--- config.mk ---
export PLATFORM = sky130hd
export DESIGN_NAME = llc_snoop_responder_flat
export DESIGN_NICKNAME = d
export VERILOG_FILES = /design/src/rtl/llc_snoop_responder_if.sv /design/src/rtl/llc_snoop_responder.sv /design/src/flat_wrapper.sv
export SDC_FILE = /design/constraint.sdc
export NUM_CORES = 1
export LEC_CHECK = 0
export ABC_AREA = 1
export CAP_MARGIN = 20
export CORE_AREA = 4 4 152 154
export DETAILED_ROUTE_END_ITERATION = 7
export DIE_AREA = 0 0 156 158
export GPL_TIMING_DRIVEN = 0
export PLACE_DENSITY_LB_ADDON = 0.12
export SYNTH_ARGS = -nofsm -noshare
export SYNTH_HDL_FRONTEND = slang
export SYNTH_SLANG_ARGS = --single-unit
--- constraint.sdc ---
create_clock -name clk -period 8.9 [get_ports clk]
set_input_delay 1.78 -clock clk [delete_from_list [all_inputs] [get_ports clk]]
set_output_delay 1.78 -clock clk [all_outputs]
set_load 0.01 [all_outputs]
--- src/rtl/llc_snoop_responder_if.sv ---
// LLC shared types plus the snoop responder's bundled port: bus snoop request,
// tag-array lookup/update, L1 message channel, bus writeback and result.
package LLC_defs;
  localparam int ASSOCIATIVITY = 16;
  localparam int INDEX         = 14;
  localparam int BYTE_OFFSET   = 6;
  localparam int TAG_BITS      = 12;

  typedef enum logic [2:0] {NOBUSOP, READ, WRITE, INVALIDATE, RWIM} busOperation;
  typedef enum logic [1:0] {NOHIT, HIT, HITM, NORESULT} snoopResults;
  typedef enum logic [2:0] {NOMESSAGE, GETLINE, SENDLINE, INVALIDATELINE, EVICTLINE} messages;
  typedef enum logic [1:0] {INVALID, SHARED, EXCLUSIVE, MODIFIED} mesi_bits;

  typedef struct packed {
    logic                valid;
    logic [TAG_BITS-1:0] tag;
    mesi_bits            mesi;
  } cache;
endpackage

interface llc_snoop_responder_if;
  import LLC_defs::*;

  logic                           snp_valid;
  logic                           snp_ready;
  busOperation                    snp_op;
  logic [31:0]                    snp_addr;

  logic                           lk_en;
  logic [INDEX-1:0]               lk_index;
  cache [ASSOCIATIVITY-1:0]       lk_ways;

  logic                           upd_en;
  logic [INDEX-1:0]               upd_index;
  logic [3:0]                     upd_way;
  mesi_bits                       upd_mesi;

  logic                           l1_valid;
  logic                           l1_ready;
  messages                        l1_msg;
  logic [31:0]                    l1_addr;

  logic                           bus_valid;
  logic                           bus_ready;
  busOperation                    bus_op_out;
  logic [31:0]                    bus_addr_out;

  logic                           res_valid;
  snoopResults                    res;
  logic                           multi_hit;

  // Responder side
  modport slave (
    input  snp_valid, snp_op, snp_addr, lk_ways, l1_ready, bus_ready,
    output snp_ready, lk_en, lk_index, upd_en, upd_index, upd_way, upd_mesi,
           l1_valid, l1_msg, l1_addr, bus_valid, bus_op_out, bus_addr_out,
           res_valid, res, multi_hit
  );

  // Bus / tag array / L1 side
  modport master (
    output snp_valid, snp_op, snp_addr, lk_ways, l1_ready, bus_ready,
    input  snp_ready, lk_en, lk_index, upd_en, upd_index, upd_way, upd_mesi,
           l1_valid, l1_msg, l1_addr, bus_valid, bus_op_out, bus_addr_out,
           res_valid, res, multi_hit
  );
endinterface

--- src/rtl/llc_snoop_responder.sv ---
// LLC snoop responder: looks up a snooped line, answers NOHIT/HIT/HITM, pulls and
// writes back modified data, applies the MESI downgrade and back-invalidates L1.
module llc_snoop_way_cmp
  import LLC_defs::*;
(
  input  cache                way_i,
  input  logic [TAG_BITS-1:0] tag_i,
  output logic                hit_o
);
  assign hit_o = way_i.valid && (way_i.tag == tag_i) && (way_i.mesi != INVALID);
endmodule

module llc_snoop_responder
  import LLC_defs::*;
(
  input  logic                  clk,
  input  logic                  rst,
  llc_snoop_responder_if.slave  sif
);

  typedef enum logic [2:0] {
    S_IDLE, S_LOOKUP, S_EVAL, S_GETL, S_WB, S_INVL, S_DONE
  } state_t;

  localparam int LINE_W = 32 - BYTE_OFFSET;

  state_t              state_q;
  busOperation         op_q;
  logic [LINE_W-1:0]   line_q;
  snoopResults         res_hold_q;
  logic                upd_hold_q;
  logic                inv_q;

  logic                snp_ready_q;
  logic                lk_en_q;
  logic [INDEX-1:0]    lk_index_q;
  logic                upd_en_q;
  logic [INDEX-1:0]    upd_index_q;
  logic [3:0]          upd_way_q;
  mesi_bits            upd_mesi_q;
  logic                l1_valid_q;
  messages             l1_msg_q;
  logic [31:0]         l1_addr_q;
  logic                bus_valid_q;
  busOperation         bus_op_q;
  logic [31:0]         bus_addr_q;
  logic                res_valid_q;
  snoopResults         res_q;
  logic                multi_hit_q;

  // Per-way hit detection
  logic [ASSOCIATIVITY-1:0] hit_vec;
  for (genvar w = 0; w < ASSOCIATIVITY; w++) begin : g_way
    llc_snoop_way_cmp u_cmp (
      .way_i (sif.lk_ways[w]),
      .tag_i (line_q[LINE_W-1 -: TAG_BITS]),
      .hit_o (hit_vec[w])
    );
  end

  logic        any_hit;
  logic        multi_d;
  logic [3:0]  hit_way;
  mesi_bits    hit_mesi;
  snoopResults res_d;
  mesi_bits    mesi_d;
  logic        upd_d;
  logic        getl_d;
  logic        inv_d;

  // Lowest hitting way wins; the action table is keyed on its state.
  always_comb begin
    any_hit = 1'b0;
    hit_way = '0;
    for (int w = ASSOCIATIVITY-1; w >= 0; w--) begin
      if (hit_vec[w]) begin
        any_hit = 1'b1;
        hit_way = 4'(w);
      end
    end
    multi_d  = |(hit_vec & (hit_vec - {{(ASSOCIATIVITY-1){1'b0}}, 1'b1}));
    hit_mesi = sif.lk_ways[hit_way].mesi;
    res_d    = NOHIT;
    mesi_d   = hit_mesi;
    getl_d   = 1'b0;
    inv_d    = 1'b0;
    if (any_hit) begin
      unique case (op_q)
        READ: begin
          res_d  = (hit_mesi == MODIFIED) ? HITM : HIT;
          getl_d = (hit_mesi == MODIFIED);
          mesi_d = SHARED;
        end
        RWIM, INVALIDATE: begin
          // INVALIDATE against E/M is a protocol violation; recover as RWIM.
          inv_d  = 1'b1;
          mesi_d = INVALID;
          if (op_q == INVALIDATE && hit_mesi == SHARED) begin
            res_d = NOHIT;
          end else begin
            res_d  = (hit_mesi == MODIFIED) ? HITM : HIT;
            getl_d = (hit_mesi == MODIFIED);
          end
        end
        default: ;
      endcase
    end
    upd_d = any_hit && (mesi_d != hit_mesi);
  end

  always_ff @(posedge clk or posedge rst) begin
    if (rst) begin
      state_q     <= S_IDLE;
      op_q        <= NOBUSOP;
      line_q      <= '0;
      res_hold_q  <= NORESULT;
      upd_hold_q  <= 1'b0;
      inv_q       <= 1'b0;
      snp_ready_q <= 1'b0;
      lk_en_q     <= 1'b0;
      lk_index_q  <= '0;
      upd_en_q    <= 1'b0;
      upd_index_q <= '0;
      upd_way_q   <= '0;
      upd_mesi_q  <= INVALID;
      l1_valid_q  <= 1'b0;
      l1_msg_q    <= NOMESSAGE;
      l1_addr_q   <= '0;
      bus_valid_q <= 1'b0;
      bus_op_q    <= NOBUSOP;
      bus_addr_q  <= '0;
      res_valid_q <= 1'b0;
      res_q       <= NORESULT;
      multi_hit_q <= 1'b0;
    end else begin
      unique case (state_q)
        S_IDLE: begin
          snp_ready_q <= 1'b1;
          if (sif.snp_valid && snp_ready_q) begin
            op_q        <= sif.snp_op;
            line_q      <= sif.snp_addr[31:BYTE_OFFSET];
            snp_ready_q <= 1'b0;
            lk_en_q     <= 1'b1;
            lk_index_q  <= sif.snp_addr[BYTE_OFFSET +: INDEX];
            state_q     <= S_LOOKUP;
          end
        end
        S_LOOKUP: begin
          lk_en_q <= 1'b0;
          state_q <= S_EVAL;
        end
        S_EVAL: begin
          multi_hit_q <= multi_hit_q | multi_d;
          res_hold_q  <= res_d;
          upd_hold_q  <= upd_d;
          inv_q       <= inv_d;
          upd_index_q <= line_q[INDEX-1:0];
          upd_way_q   <= hit_way;
          upd_mesi_q  <= mesi_d;
          l1_addr_q   <= {line_q, {BYTE_OFFSET{1'b0}}};
          bus_addr_q  <= {line_q, {BYTE_OFFSET{1'b0}}};
          if (getl_d) begin
            l1_valid_q <= 1'b1;
            l1_msg_q   <= GETLINE;
            state_q    <= S_GETL;
          end else if (inv_d) begin
            l1_valid_q <= 1'b1;
            l1_msg_q   <= INVALIDATELINE;
            state_q    <= S_INVL;
          end else begin
            res_valid_q <= 1'b1;
            res_q       <= res_d;
            upd_en_q    <= upd_d;
            state_q     <= S_DONE;
          end
        end
        S_GETL: begin
          if (sif.l1_ready) begin
            l1_valid_q  <= 1'b0;
            l1_msg_q    <= NOMESSAGE;
            bus_valid_q <= 1'b1;
            bus_op_q    <= WRITE;
            state_q     <= S_WB;
          end
        end
        S_WB: begin
          if (sif.bus_ready) begin
            bus_valid_q <= 1'b0;
            bus_op_q    <= NOBUSOP;
            if (inv_q) begin
              l1_valid_q <= 1'b1;
              l1_msg_q   <= INVALIDATELINE;
              state_q    <= S_INVL;
            end else begin
              res_valid_q <= 1'b1;
              res_q       <= res_hold_q;
              upd_en_q    <= upd_hold_q;
              state_q     <= S_DONE;
            end
          end
        end
        S_INVL: begin
          if (sif.l1_ready) begin
            l1_valid_q  <= 1'b0;
            l1_msg_q    <= NOMESSAGE;
            res_valid_q <= 1'b1;
            res_q       <= res_hold_q;
            upd_en_q    <= upd_hold_q;
            state_q     <= S_DONE;
          end
        end
        S_DONE: begin
          res_valid_q <= 1'b0;
          res_q       <= NORESULT;
          upd_en_q    <= 1'b0;
          snp_ready_q <= 1'b1;
          state_q     <= S_IDLE;
        end
        default: state_q <= S_IDLE;
      endcase
    end
  end

  assign sif.snp_ready    = snp_ready_q;
  assign sif.lk_en        = lk_en_q;
  assign sif.lk_index     = lk_index_q;
  assign sif.upd_en       = upd_en_q;
  assign sif.upd_index    = upd_index_q;
  assign sif.upd_way      = upd_way_q;
  assign sif.upd_mesi     = upd_mesi_q;
  assign sif.l1_valid     = l1_valid_q;
  assign sif.l1_msg       = l1_msg_q;
  assign sif.l1_addr      = l1_addr_q;
  assign sif.bus_valid    = bus_valid_q;
  assign sif.bus_op_out   = bus_op_q;
  assign sif.bus_addr_out = bus_addr_q;
  assign sif.res_valid    = res_valid_q;
  assign sif.res          = res_q;
  assign sif.multi_hit    = multi_hit_q;

endmodule

--- src/flat_wrapper.sv ---
// flat-port wrapper written by rule: the top's interface ports become plain ports
module llc_snoop_responder_flat import LLC_defs::*;
  (clk, rst, sif_snp_valid, sif_snp_op, sif_snp_addr, sif_lk_ways, sif_l1_ready, sif_bus_ready, sif_snp_ready, sif_lk_en, sif_lk_index, sif_upd_en, sif_upd_index, sif_upd_way, sif_upd_mesi, sif_l1_valid, sif_l1_msg, sif_l1_addr, sif_bus_valid, sif_bus_op_out, sif_bus_addr_out, sif_res_valid, sif_res, sif_multi_hit);
  llc_snoop_responder_if sif_i ();
  input  logic clk;
  input  logic rst;
  input wire logic [$bits(sif_i.snp_valid)-1:0] sif_snp_valid;
  input wire logic [$bits(sif_i.snp_op)-1:0] sif_snp_op;
  input wire logic [$bits(sif_i.snp_addr)-1:0] sif_snp_addr;
  input wire logic [$bits(sif_i.lk_ways)-1:0] sif_lk_ways;
  input wire logic [$bits(sif_i.l1_ready)-1:0] sif_l1_ready;
  input wire logic [$bits(sif_i.bus_ready)-1:0] sif_bus_ready;
  output wire logic [$bits(sif_i.snp_ready)-1:0] sif_snp_ready;
  output wire logic [$bits(sif_i.lk_en)-1:0] sif_lk_en;
  output wire logic [$bits(sif_i.lk_index)-1:0] sif_lk_index;
  output wire logic [$bits(sif_i.upd_en)-1:0] sif_upd_en;
  output wire logic [$bits(sif_i.upd_index)-1:0] sif_upd_index;
  output wire logic [$bits(sif_i.upd_way)-1:0] sif_upd_way;
  output wire logic [$bits(sif_i.upd_mesi)-1:0] sif_upd_mesi;
  output wire logic [$bits(sif_i.l1_valid)-1:0] sif_l1_valid;
  output wire logic [$bits(sif_i.l1_msg)-1:0] sif_l1_msg;
  output wire logic [$bits(sif_i.l1_addr)-1:0] sif_l1_addr;
  output wire logic [$bits(sif_i.bus_valid)-1:0] sif_bus_valid;
  output wire logic [$bits(sif_i.bus_op_out)-1:0] sif_bus_op_out;
  output wire logic [$bits(sif_i.bus_addr_out)-1:0] sif_bus_addr_out;
  output wire logic [$bits(sif_i.res_valid)-1:0] sif_res_valid;
  output wire logic [$bits(sif_i.res)-1:0] sif_res;
  output wire logic [$bits(sif_i.multi_hit)-1:0] sif_multi_hit;
  assign sif_i.snp_valid = sif_snp_valid;
  assign sif_i.snp_op = sif_snp_op;
  assign sif_i.snp_addr = sif_snp_addr;
  assign sif_i.lk_ways = sif_lk_ways;
  assign sif_i.l1_ready = sif_l1_ready;
  assign sif_i.bus_ready = sif_bus_ready;
  assign sif_snp_ready = sif_i.snp_ready;
  assign sif_lk_en = sif_i.lk_en;
  assign sif_lk_index = sif_i.lk_index;
  assign sif_upd_en = sif_i.upd_en;
  assign sif_upd_index = sif_i.upd_index;
  assign sif_upd_way = sif_i.upd_way;
  assign sif_upd_mesi = sif_i.upd_mesi;
  assign sif_l1_valid = sif_i.l1_valid;
  assign sif_l1_msg = sif_i.l1_msg;
  assign sif_l1_addr = sif_i.l1_addr;
  assign sif_bus_valid = sif_i.bus_valid;
  assign sif_bus_op_out = sif_i.bus_op_out;
  assign sif_bus_addr_out = sif_i.bus_addr_out;
  assign sif_res_valid = sif_i.res_valid;
  assign sif_res = sif_i.res;
  assign sif_multi_hit = sif_i.multi_hit;
  llc_snoop_responder u_core (.clk(clk), .rst(rst), .sif(sif_i));
endmodule
==> run summary <==
Int Power -> 1.85 mW
Comb power frac -> 70.7%
crit-path leading delay family -> simple AND/OR/NAND/NOR gates
r2r setup slk -> 4.93 ns
synthesized cell area -> 8980 um2
Core ar. -> 21700 um2
Tcrit/Tclk final -> 55.3%
CTS resizes -> 0
pwr/cell area -> 261 nW/um2
Initial Utilization -> 41.4%
worst-skew pair later-pin latency -> 0.34 ns
Final Hold Viols -> 0
total chip power -> 3.50 mW
Avg Cell Area, Syn -> 6.14 um2
Nets -> 2139
HPWL Detailed -> 33600 um
WS Path Type -> primary input to flop
Post-DRT Antenna Nets -> 0
HP Start -> u_core.sif.multi_hit
Remaining Overflow, GRT -> 0
Setup TNS -> 0 ns
Most common cell on crit path -> nand2_1
Yosys cell types -> 61
global-route wire length before repair -> 61900 um
Sw Pwr -> 1.65 mW
Synth Instances -> 1462
async set-reset flop share out of synthesis -> 100%
RR Startpoint -> u_core.line_q[21]
slowest cell on the critical path -> clkdlybuf4s50_1
pin count of the biggest net entering global routing -> 66
register bit count reported by yosys -> 79
DR vias -> 11400
clock sinks -> 79
hold-critical path endpoint -> u_core.sif.multi_hit
clk slew on worst S/H paths -> 0.06 ns
critical path data arrival time -> 5.15 ns
clk_skew -> 0.0135 ns
H-tree depth -> 3
Post-synth EDFFs -> 0
CP endpoint kind -> flop
port buffer count -> 371
Synth top area share -> 20.9%
initial antenna violation count -> 3
Final Worst Setup Slack -> 3.98 ns
DP Worst Slack -> 3.65 ns
sw frac -> 47.1%
DIE AREA -> 24600 um2
RSZ-0062 raised after global routing -> no
Initial DRC Count -> 1030
top_reg_cell synth -> dfrtp_1
status -> finished clean
clock tree from TritonCTS -> built
reg2reg end -> u_core.sif.l1_msg[0]
Area contributors post-synth -> dfrtp_1 (21%), nand2_1 (16%), nor2_1 (9.7%), inv_1 (6.1%), buf_4 (5.9%)
Final Max Slew Viols -> 0
HP Class -> flop to flop
TritonCTS Buffers -> 9
share of cells above drive strength 1 -> 10.1%
CP bufs+invs -> 1
relative slew slack -> 56.8%
Finished Core Util -> 61.8%
vias per cell -> 5.33
post-synthesis sequential area ratio -> 22.1%
VDD IR max -> 0.000187 V
Total GRT Usage -> 32.3%
setup bufs post-CTS -> 0
final setup fails -> 0
Clk network pwr share -> 9.8%
Hold Buf Count CTS -> 0
Top Ports -> 393
area delta synth->final -> 49.3%
Wirelength per Cell -> 19.4 um
hold_ws -> 0.473 ns
Worst Path Required -> 9.13 ns
CTS Buffer Depth -> 2
Initial DRT Pass Iterations -> 6
max incr delay on CP -> 0.57 ns
worst slew pin tran -> 0.648 ns
max cap viols -> 0
WHS Path Cells -> 1
placer congestion estimate -> 1.00
FMAX -> 203 MHz
cells on worst reg2reg path -> 19
Critical Path Source Type -> primary input
Seq pwr share -> 19.5%
Leak Pwr -> 6.32 nW
min Tclk post-route -> 4.92 ns
vias in the first global route -> 11400
CP Max Fanout -> 9
die width -> 156 um
area leader, netlist -> dfrtp_1
Yosys warnings -> 0
# rows -> 54
Root Driver -> clkbuf_16
DRC Markers -> 0
DRT Wirelength -> 41500 um
Vert. Die Dim -> 158 um
area by class of cell:
cell class / count / area (um2)
Sequential cell: 79 / 1980
Timing Repair Buffer: 372 / 3740
Clock inverter: 5 / 35.0
Fill cell: 2071 / 8280
Inverter: 166 / 636
Multi-Input combinational cell: 1123 / 5660
Antenna cell: 1 / 2.50
Buffer: 108 / 764
Clock buffer: 11 / 243
Tap cell: 280 / 350
routing by layer:
metal  wire length (um)  share of wire, %  global-route usage (%)
met1              16600                40                    40.2
met2              19100                46                    53.8
met3               4250                10                    8.17
met4               1600               3.9                    12.3
met5                 20             0.048                       0
placed cells by master (no fill, tap or decap), drive strengths merged, types with 3 or more instances in the layout:
cell           instances
a2111oi               10
a211oi                 3
a21oi                 30
and3b                  3
buf                   97
clkbuf                23
clkdlybuf4s50        371
clkinvlp               4
conb                  15
dfrtp                 75
dfstp                  4
inv                  165
mux2                  10
nand2                391
nand3                 64
nand3b                17
nand4                 49
nor2                 234
nor3                  23
nor3b                 14
nor4                  35
nor4b                  3
o2111a                 3
o2111ai                6
o21a                   5
o21ai                 88
o22ai                 12
or2                   33
xnor2                 41
xor2                  19
power by group through the flow:
stage	Combinational (mW)	Sequential, mW	Clock [mW]
2_1_floorplan	1.36	0.708	0
3_3_place_gp	2.42	0.680	0
3_5_place_dp	2.44	0.686	0
4_1_cts	2.46	0.683	0.348
5_1_grt	2.68	0.705	0.363
6_report	2.48	0.683	0.344
Yosys cell counts (16+ instances only):
library cell	number
nor2_1	232
nand4_1	48
inv_2	16
inv_1	145
nor4_1	33
xnor2_1	41
o21ai_1	25
dfrtp_1	75
buf_4	71
or2_2	17
nor3_1	22
o21ai_0	63
nand2_1	379
nand3_1	59
nand3b_1	16
a21oi_1	29
xor2_1	19
how the worst max path moves through the flow:
stage,start,to,slack (ns),cells past startpoint
floorplan,sif_lk_ways[237],u_core.sif.upd_en,4.90,32
global placement,sif_lk_ways[180],u_core.sif.l1_valid,3.72,27
detailed placement,sif_lk_ways[180],u_core.sif.l1_msg[1],3.65,27
CTS,sif_lk_ways[180],u_core.sif.l1_msg[1],4.00,27
global route,sif_lk_ways[180],u_core.sif.l1_valid,3.60,27
finish,sif_lk_ways[180],u_core.sif.l1_msg[0],3.98,27
per-stage QoR:
stage	cell area [um2]	std cells
6_report	13400	2145
5_1_grt	13400	2144
4_1_cts	13400	2144
3_5_place_dp	13100	2128
3_3_place_gp	13100	2127
2_1_floorplan	9030	1476
cell families after synthesis:
family                     Yosys count  synth area share, %
and+or+nand+nor                    867                 43.9
buffers and inverters              274                 15.6
AOI/OAI and AO/OA                  170                 11.2
DFF                                 79                 22.1
xor gates and xnor gates            60                 5.85
muxes                               10                 1.25
adders and majority gates            1                0.111
other                                1               0.0417
sequential cells by signal, indices dropped and copies added (netlist names), 3 cells and up:
register and count:
u_core.state_q 3, u_core.op_q 3, u_core.sif.upd_index 13, u_core.sif.l1_addr 13
u_core.sif.upd_way 4, u_core.sif.lk_index 13, u_core.line_q 13
Power figures use the tool's default switching activity.
